`src/rtl/red_pitaya_dac_pkg.sv`:
```
// rtl/red_pitaya_dac_pkg.sv - shared types, widths and clamp helper for the DAC slew limiter
package red_pitaya_dac_pkg;

    localparam int DAC_DW = 14;

    typedef enum logic [1:0] {
        IDLE = 2'd0,
        RUN  = 2'd1,
        STOP = 2'd2
    } slew_state_t;

    // Lower bound applied first, upper bound last, so an inverted window yields hi.
    function automatic logic signed [DAC_DW-1:0] sat_clamp(
        input logic signed [DAC_DW-1:0] x,
        input logic signed [DAC_DW-1:0] lo,
        input logic signed [DAC_DW-1:0] hi
    );
        logic signed [DAC_DW-1:0] r;
        r = (x < lo) ? lo : x;
        r = (r > hi) ? hi : r;
        return r;
    endfunction

endpackage

```
`src/rtl/red_pitaya_dac_slew_lim_if.sv`:
```
// rtl/red_pitaya_dac_slew_lim_if.sv - per-channel sample, config and status bundle
interface red_pitaya_dac_slew_lim_if
    import red_pitaya_dac_pkg::*;
#(
    parameter int DW = DAC_DW
);
    logic signed [DW-1:0] dat_i;
    logic                 enable_i;
    logic        [DW-1:0] slew_step_i;
    logic signed [DW-1:0] clip_hi_i;
    logic signed [DW-1:0] clip_lo_i;
    logic                 clr_i;
    logic signed [DW-1:0] dac_o;
    logic                 active_o;
    logic                 slewing_o;
    logic                 clip_o;

    modport slave (
        input  dat_i, enable_i, slew_step_i, clip_hi_i, clip_lo_i, clr_i,
        output dac_o, active_o, slewing_o, clip_o
    );

    modport master (
        output dat_i, enable_i, slew_step_i, clip_hi_i, clip_lo_i, clr_i,
        input  dac_o, active_o, slewing_o, clip_o
    );
endinterface

```
`src/rtl/red_pitaya_dac_clip.sv`:
```
// rtl/red_pitaya_dac_clip.sv - stage-1 clamp register with clip event flag
module red_pitaya_dac_clip
    import red_pitaya_dac_pkg::*;
#(
    parameter int DW = DAC_DW
) (
    input  logic                 clk_i,
    input  logic                 rst_i,
    input  logic signed [DW-1:0] dat_i,
    input  logic signed [DW-1:0] clip_hi_i,
    input  logic signed [DW-1:0] clip_lo_i,
    output logic signed [DW-1:0] tgt_o,
    output logic                 clip_ev_o
);
    logic signed [DW-1:0] tgt_q, tgt_d;
    logic                 clip_ev_q, clip_ev_d;

    // Clamp the incoming sample against the live window.
    always_comb begin
        tgt_d     = sat_clamp(dat_i, clip_lo_i, clip_hi_i);
        clip_ev_d = (tgt_d != dat_i);
    end

    // Register the clamped target and its clip event together.
    always_ff @(posedge clk_i) begin
        if (rst_i) begin
            tgt_q     <= '0;
            clip_ev_q <= 1'b0;
        end else begin
            tgt_q     <= tgt_d;
            clip_ev_q <= clip_ev_d;
        end
    end

    assign tgt_o     = tgt_q;
    assign clip_ev_o = clip_ev_q;
endmodule

```
`src/rtl/red_pitaya_dac_slew_lim.sv`:
```
// rtl/red_pitaya_dac_slew_lim.sv - DAC output clamp, slew limiter and ramp-down sequencer
module red_pitaya_dac_slew_lim
    import red_pitaya_dac_pkg::*;
#(
    parameter int DW = DAC_DW
) (
    input  logic                      dac_clk_i,
    input  logic                      dac_rst_i,
    red_pitaya_dac_slew_lim_if.slave  ch
);
    logic signed [DW-1:0] tgt;
    logic                 clip_ev;

    slew_state_t          state_q, state_d;
    logic        [DW-1:0] dac_q, dac_d;
    logic                 slewing_q, slewing_d;
    logic                 active_q, active_d;
    logic                 clip_q, clip_d;

    logic        [DW-1:0] tgt_eff;
    logic        [DW:0]   diff, mag, step_ext, stepped;

    red_pitaya_dac_clip #(.DW(DW)) u_clip (
        .clk_i     (dac_clk_i),
        .rst_i     (dac_rst_i),
        .dat_i     (ch.dat_i),
        .clip_hi_i (ch.clip_hi_i),
        .clip_lo_i (ch.clip_lo_i),
        .tgt_o     (tgt),
        .clip_ev_o (clip_ev)
    );

    // Slew arithmetic: one extra bit so target minus output never overflows.
    always_comb begin
        tgt_eff   = (state_q == RUN) ? tgt : '0;
        diff      = {tgt_eff[DW-1], tgt_eff} - {dac_q[DW-1], dac_q};
        mag       = diff[DW] ? (~diff + 1'b1) : diff;
        step_ext  = {1'b0, ch.slew_step_i};
        stepped   = {dac_q[DW-1], dac_q} + (diff[DW] ? (~step_ext + 1'b1) : step_ext);
        dac_d     = tgt_eff;
        slewing_d = 1'b0;
        if (ch.slew_step_i != '0 && mag > step_ext) begin
            dac_d     = stepped[DW-1:0];
            slewing_d = 1'b1;
        end
        if (state_q == IDLE) begin
            dac_d     = '0;
            slewing_d = 1'b0;
        end
    end

    // Run/stop sequencing; STOP exits to IDLE only once the output has reached zero.
    always_comb begin
        state_d = state_q;
        case (state_q)
            IDLE:    if (ch.enable_i) state_d = RUN;
            RUN:     if (!ch.enable_i) state_d = STOP;
            STOP: begin
                if (ch.enable_i)        state_d = RUN;
                else if (dac_q == '0)   state_d = IDLE;
            end
            default: state_d = IDLE;
        endcase
        active_d = (state_d != IDLE);
        // Set beats clear when both land in the same cycle.
        if (clip_ev && state_q == RUN) clip_d = 1'b1;
        else if (ch.clr_i)             clip_d = 1'b0;
        else                           clip_d = clip_q;
    end

    // State, output sample and status registers.
    always_ff @(posedge dac_clk_i) begin
        if (dac_rst_i) begin
            state_q   <= IDLE;
            dac_q     <= '0;
            slewing_q <= 1'b0;
            active_q  <= 1'b0;
            clip_q    <= 1'b0;
        end else begin
            state_q   <= state_d;
            dac_q     <= dac_d;
            slewing_q <= slewing_d;
            active_q  <= active_d;
            clip_q    <= clip_d;
        end
    end

    assign ch.dac_o     = dac_q;
    assign ch.active_o  = active_q;
    assign ch.slewing_o = slewing_q;
    assign ch.clip_o    = clip_q;
endmodule

```
`src/flat_wrapper.sv`:
```
// flat-port wrapper written by rule: the top's interface ports become plain ports
module red_pitaya_dac_slew_lim_flat import red_pitaya_dac_pkg::*;
#(
    parameter int DW = DAC_DW
)
  (dac_clk_i, dac_rst_i, ch_dat_i, ch_enable_i, ch_slew_step_i, ch_clip_hi_i, ch_clip_lo_i, ch_clr_i, ch_dac_o, ch_active_o, ch_slewing_o, ch_clip_o);
  red_pitaya_dac_slew_lim_if #(.DW(DW)) ch_i ();
  input  logic dac_clk_i;
  input  logic dac_rst_i;
  input wire logic [$bits(ch_i.dat_i)-1:0] ch_dat_i;
  input wire logic [$bits(ch_i.enable_i)-1:0] ch_enable_i;
  input wire logic [$bits(ch_i.slew_step_i)-1:0] ch_slew_step_i;
  input wire logic [$bits(ch_i.clip_hi_i)-1:0] ch_clip_hi_i;
  input wire logic [$bits(ch_i.clip_lo_i)-1:0] ch_clip_lo_i;
  input wire logic [$bits(ch_i.clr_i)-1:0] ch_clr_i;
  output wire logic [$bits(ch_i.dac_o)-1:0] ch_dac_o;
  output wire logic [$bits(ch_i.active_o)-1:0] ch_active_o;
  output wire logic [$bits(ch_i.slewing_o)-1:0] ch_slewing_o;
  output wire logic [$bits(ch_i.clip_o)-1:0] ch_clip_o;
  assign ch_i.dat_i = ch_dat_i;
  assign ch_i.enable_i = ch_enable_i;
  assign ch_i.slew_step_i = ch_slew_step_i;
  assign ch_i.clip_hi_i = ch_clip_hi_i;
  assign ch_i.clip_lo_i = ch_clip_lo_i;
  assign ch_i.clr_i = ch_clr_i;
  assign ch_dac_o = ch_i.dac_o;
  assign ch_active_o = ch_i.active_o;
  assign ch_slewing_o = ch_i.slewing_o;
  assign ch_clip_o = ch_i.clip_o;
  red_pitaya_dac_slew_lim #(.DW(DW)) u_core (.dac_clk_i(dac_clk_i), .dac_rst_i(dac_rst_i), .ch(ch_i));
endmodule
```
`config.mk`:
```
export PLATFORM = sky130hd
export DESIGN_NAME = red_pitaya_dac_slew_lim_flat
export DESIGN_NICKNAME = d
export VERILOG_FILES = /design/src/rtl/red_pitaya_dac_pkg.sv /design/src/rtl/red_pitaya_dac_slew_lim_if.sv /design/src/rtl/red_pitaya_dac_clip.sv /design/src/rtl/red_pitaya_dac_slew_lim.sv /design/src/flat_wrapper.sv
export SDC_FILE = /design/constraint.sdc
export NUM_CORES = 1
export LEC_CHECK = 0
export ABC_CLOCK_PERIOD_IN_PS = 8000
export BUFFER_PORTS_ARGS = -buffer_cell sky130_fd_sc_hd__buf_2
export CAP_MARGIN = 20
export CORE_MARGIN = 5
export CORE_UTILIZATION = 53
export CTS_BUF_LIST = sky130_fd_sc_hd__clkbuf_4
export DETAILED_ROUTE_END_ITERATION = 7
export PLACE_DENSITY = 0.76
export SLEW_MARGIN = 15
export SYNTH_ARGS = -nofsm -noshare
export SYNTH_HDL_FRONTEND = slang
export SYNTH_SLANG_ARGS = --single-unit
```
`constraint.sdc`:
```
create_clock -name dac_clk_i -period 8 [get_ports dac_clk_i]
set_input_delay 2 -clock dac_clk_i [delete_from_list [all_inputs] [get_ports dac_clk_i]]
set_output_delay 2 -clock dac_clk_i [all_outputs]
set_load 0.005 [all_outputs]
```
==> out/results.tsv <==
stage	metric	value	unit
die	core_area	8636	sq um
status	status	complete, no violations	
layout	drive_above_1_share	0.1711	
cts	post_cts_buffers	0	
sta	setup_viol	0	
global_route	grt_start_max_net_pins	19	
power	p_leak	2.568	nW
power	ir_drop	0.1901	mV
global_route	grtUsageTotal	0.2239	
sta	max_slew_margin	0.4503	
die	dieArea	10710	sq um
cts	clock-sinks	34	
sta	tns	0	ps
sta	final-hold-violation-count	0	
cts	cts_tree	yes	
detailed_routing	ant_nets	0	
flow_run	maxCapViolations	0	
worst_hold_path	min_path_type	reg -> reg	
layout	nets	804	
layout	fill_cells	781	
cts	clk_path_buf_depth	2	
critical_path	crit_type	in -> reg	
die	fp.dieH	103.5	um
logic_synthesis	synth_top_family_by_area	adder cells	
cts	postCtsHoldBufs	0	
sta	period_needed	6526	ps
detailed_routing	drc	0	
layout	layout_common_cells	77 x nor2_1, 76 x buf_2, 71 x ha_1, 69 x inv_1, 51 x xnor2_1	
critical_path	max_stage_delay	600	ps
global_route	grt_pass1_wl	19.24	mm
cts	cts_made_buffers	5	
detailed_routing	drt-vias-per-instance	5.610	
die	initial_core_util	0.5364	
logic_synthesis	ys_warn_count	0	
layout	area_delta_synth_final	11.53	%
critical_path	endpoint_kind	register	
die	num_io_pins	77	
global_route	antenna_found_initial	0	
logic_synthesis	synthAdderAreaFrac	0.2004	
critical_path	cp_slowest_cell	nand3_1	
sta	worst_slew_pin_slew	822.9	ps
cts	cts_resized	0	
logic_synthesis	ys_types	60	
sta	max_freq	153.2	MHz
detailed_routing	num_vias	4376	
placed_design	place_worst_setup_slack	1186	ps
sta	fin_ws	1474	ps
cts	htreeDepth	2	
critical_path	crit_fanout	17	
critical_path	worstPathRequired	8220	ps
sta	rsz0062_at_grt	false	
critical_path	critPathArrivalTime	6750	ps
logic_synthesis	synth_edf_count	0	
sta	finClkSkew	17.96	ps
logic_synthesis	syn_area	4632	sq um
critical_path	crit_chain	buf_2 -> inv_1 -> ha_1 -> a21o_1 -> a2111oi_0 -> nor2b_1 -> o21ai_0 -> nand3_1 -> mux2_2 -> ha_1 -> nand4_1 -> nor3_1 -> o31ai_1 -> o2111ai_1 -> nand3_1 -> buf_4 -> and3_1 -> o21ai_0 -> a31oi_1	
global_route	grt_pass1_vias	4350	
detailed_routing	wl_per_cell	15.06	um
logic_synthesis	syn_nets	730	
logic_synthesis	synth.area.mux_share	0.06132	
detailed_routing	drt_pre_antenna_iters	4	
layout	final_common_cell	nor2_1	
logic_synthesis	ys_async_sr_fraction	0	
logic_synthesis	synthFlopType	dfxtp_1	
placed_design	hpwl	10.12	mm
logic_synthesis	yosys.area_share.simple	0.1910	
sta	maxSlewViolCount	0	
logic_synthesis	avgSynthCellArea	7.759	sq um
die	rows	34	
die	die_x	103.5	um
layout	antenna_cells	0	
logic_synthesis	synth_xor_area_frac	0.1340	
placed_design	port_buffers	76	
detailed_routing	drt_iter0_drc	230	
cts	clk_pin_slew	110	ps
placed_design	place.gp.congestion	0.8962	
global_route	grt_overflow	0	
detailed_routing	routed_wl	11.74	mm
sta	min_period_over_period	0.8157	
cts	clock_latency	350	ps
logic_synthesis	synth_compound_area_frac	0.1996	
power	p_per_area	278.0	nW/um^2
logic_synthesis	synth-seq-area-share	0.1469	
critical_path	startpoint_type	input port	
logic_synthesis	ys_ff_latch	34	
logic_synthesis	netlist_instances	597	
cts	cts_root_buffer	clkbuf_4	
## state kept, by name (all words and copies together), names as in the netlist
signal	count
u_core.ch.active_o	1
u_core.ch.dac_o	14
u_core.state_q	2
u_core.ch.slewing_o	1
u_core.u_clip.tgt_o	14
u_core.u_clip.clip_ev_o	1
u_core.ch.clip_o	1
## logic make-up (layout without fill, tap and decap cells)
logic type | after synthesis | count (layout)
AO/OA/AOI/OAI | 135 | 135
buffers and inverters | 80 | 155
multiplexers | 27 | 27
adder cells (fa/ha/maj) | 73 | 73
AND/OR/NAND/NOR | 178 | 178
XOR/XNOR | 70 | 70
flip-flops | 34 | 34
## metal layers
layer,vias up,share of wire,track usage
met5,-,0,0
met4,0,0.019,0.07669
met3,14,0.034,0.02414
met2,106,0.51,0.4113
met1,2015,0.44,0.2687
li1,2241,-,-
## critical path: cells and delay by family
family	cells	cell delay, ps
buffers and inverters	3	500
multiplexers	1	430
AO/OA/AOI/OAI	7	1350
AND/OR/NAND/NOR	6	1830
adder cells (fa/ha/maj)	2	630
## final timing paths
path,startpoint,end,slack (ps),cells past startpoint
worst max-delay path,ch_clip_lo_i[7],u_core.u_clip.clip_ev_o,1470,19
worst max register to register,u_core.state_q[0],u_core.ch.dac_o[12],1890,19
worst min-delay path,u_core.u_clip.tgt_o[0],u_core.ch.dac_o[0],500,2
worst min register to register,u_core.u_clip.tgt_o[0],u_core.ch.dac_o[0],500,2
## synth_stat cells, types with 11 or more instances
master	n	area (sq um)
nor2_1	77	289.0
ha_1	71	888.4
inv_1	69	259.0
xnor2_1	51	446.7
a21oi_1	44	220.2
dfxtp_1	34	680.7
o21ai_0	20	100.1
nand2_1	19	71.32
xor2_1	18	157.7
and2_1	16	100.1
mux2i_1	16	160.2
a21o_1	14	105.1
nand4_1	13	81.33
mux2_2	11	123.9
## power breakdown
group	total (mW)	switching, mW	internal, mW
registers	0.201	0.0106	0.190
clock network	0.0945	0.0618	0.0327
logic	1.14	0.630	0.510
total	1.44	0.703	0.733
## per-stage QoR
| step | total power, mW | cells | util | area [sq um] | hold slack (ps) |
|---|---|---|---|---|---|
| final | 1.436 | 780 | 0.5982 | 5166 | 504.1 |
| after detailed placement | 1.336 | 772 | 0.5920 | 5112 | 488.4 |
| after CTS | 1.433 | 780 | 0.5982 | 5166 | 500.1 |
| after global placement | 1.302 | 772 | 0.5920 | 5112 | 481.8 |
| after global routing | 1.574 | 780 | 0.5982 | 5166 | 522.7 |
| after floorplan | 1.125 | 597 | - | 4632 | 431.9 |
## area by class of cell
cell class	count	area, sq um	area share
Multi-Input combinational cell	483	3642	0.7050
Tap cell	108	135.1	0.02616
Clock buffer	5	37.54	0.007266
Sequential cell	34	680.7	0.1318
Inverter	69	259.0	0.05013
Clock inverter	3	16.27	0.003148
Timing Repair Buffer	78	395.4	0.07653
(Power assumes the default switching activity.)
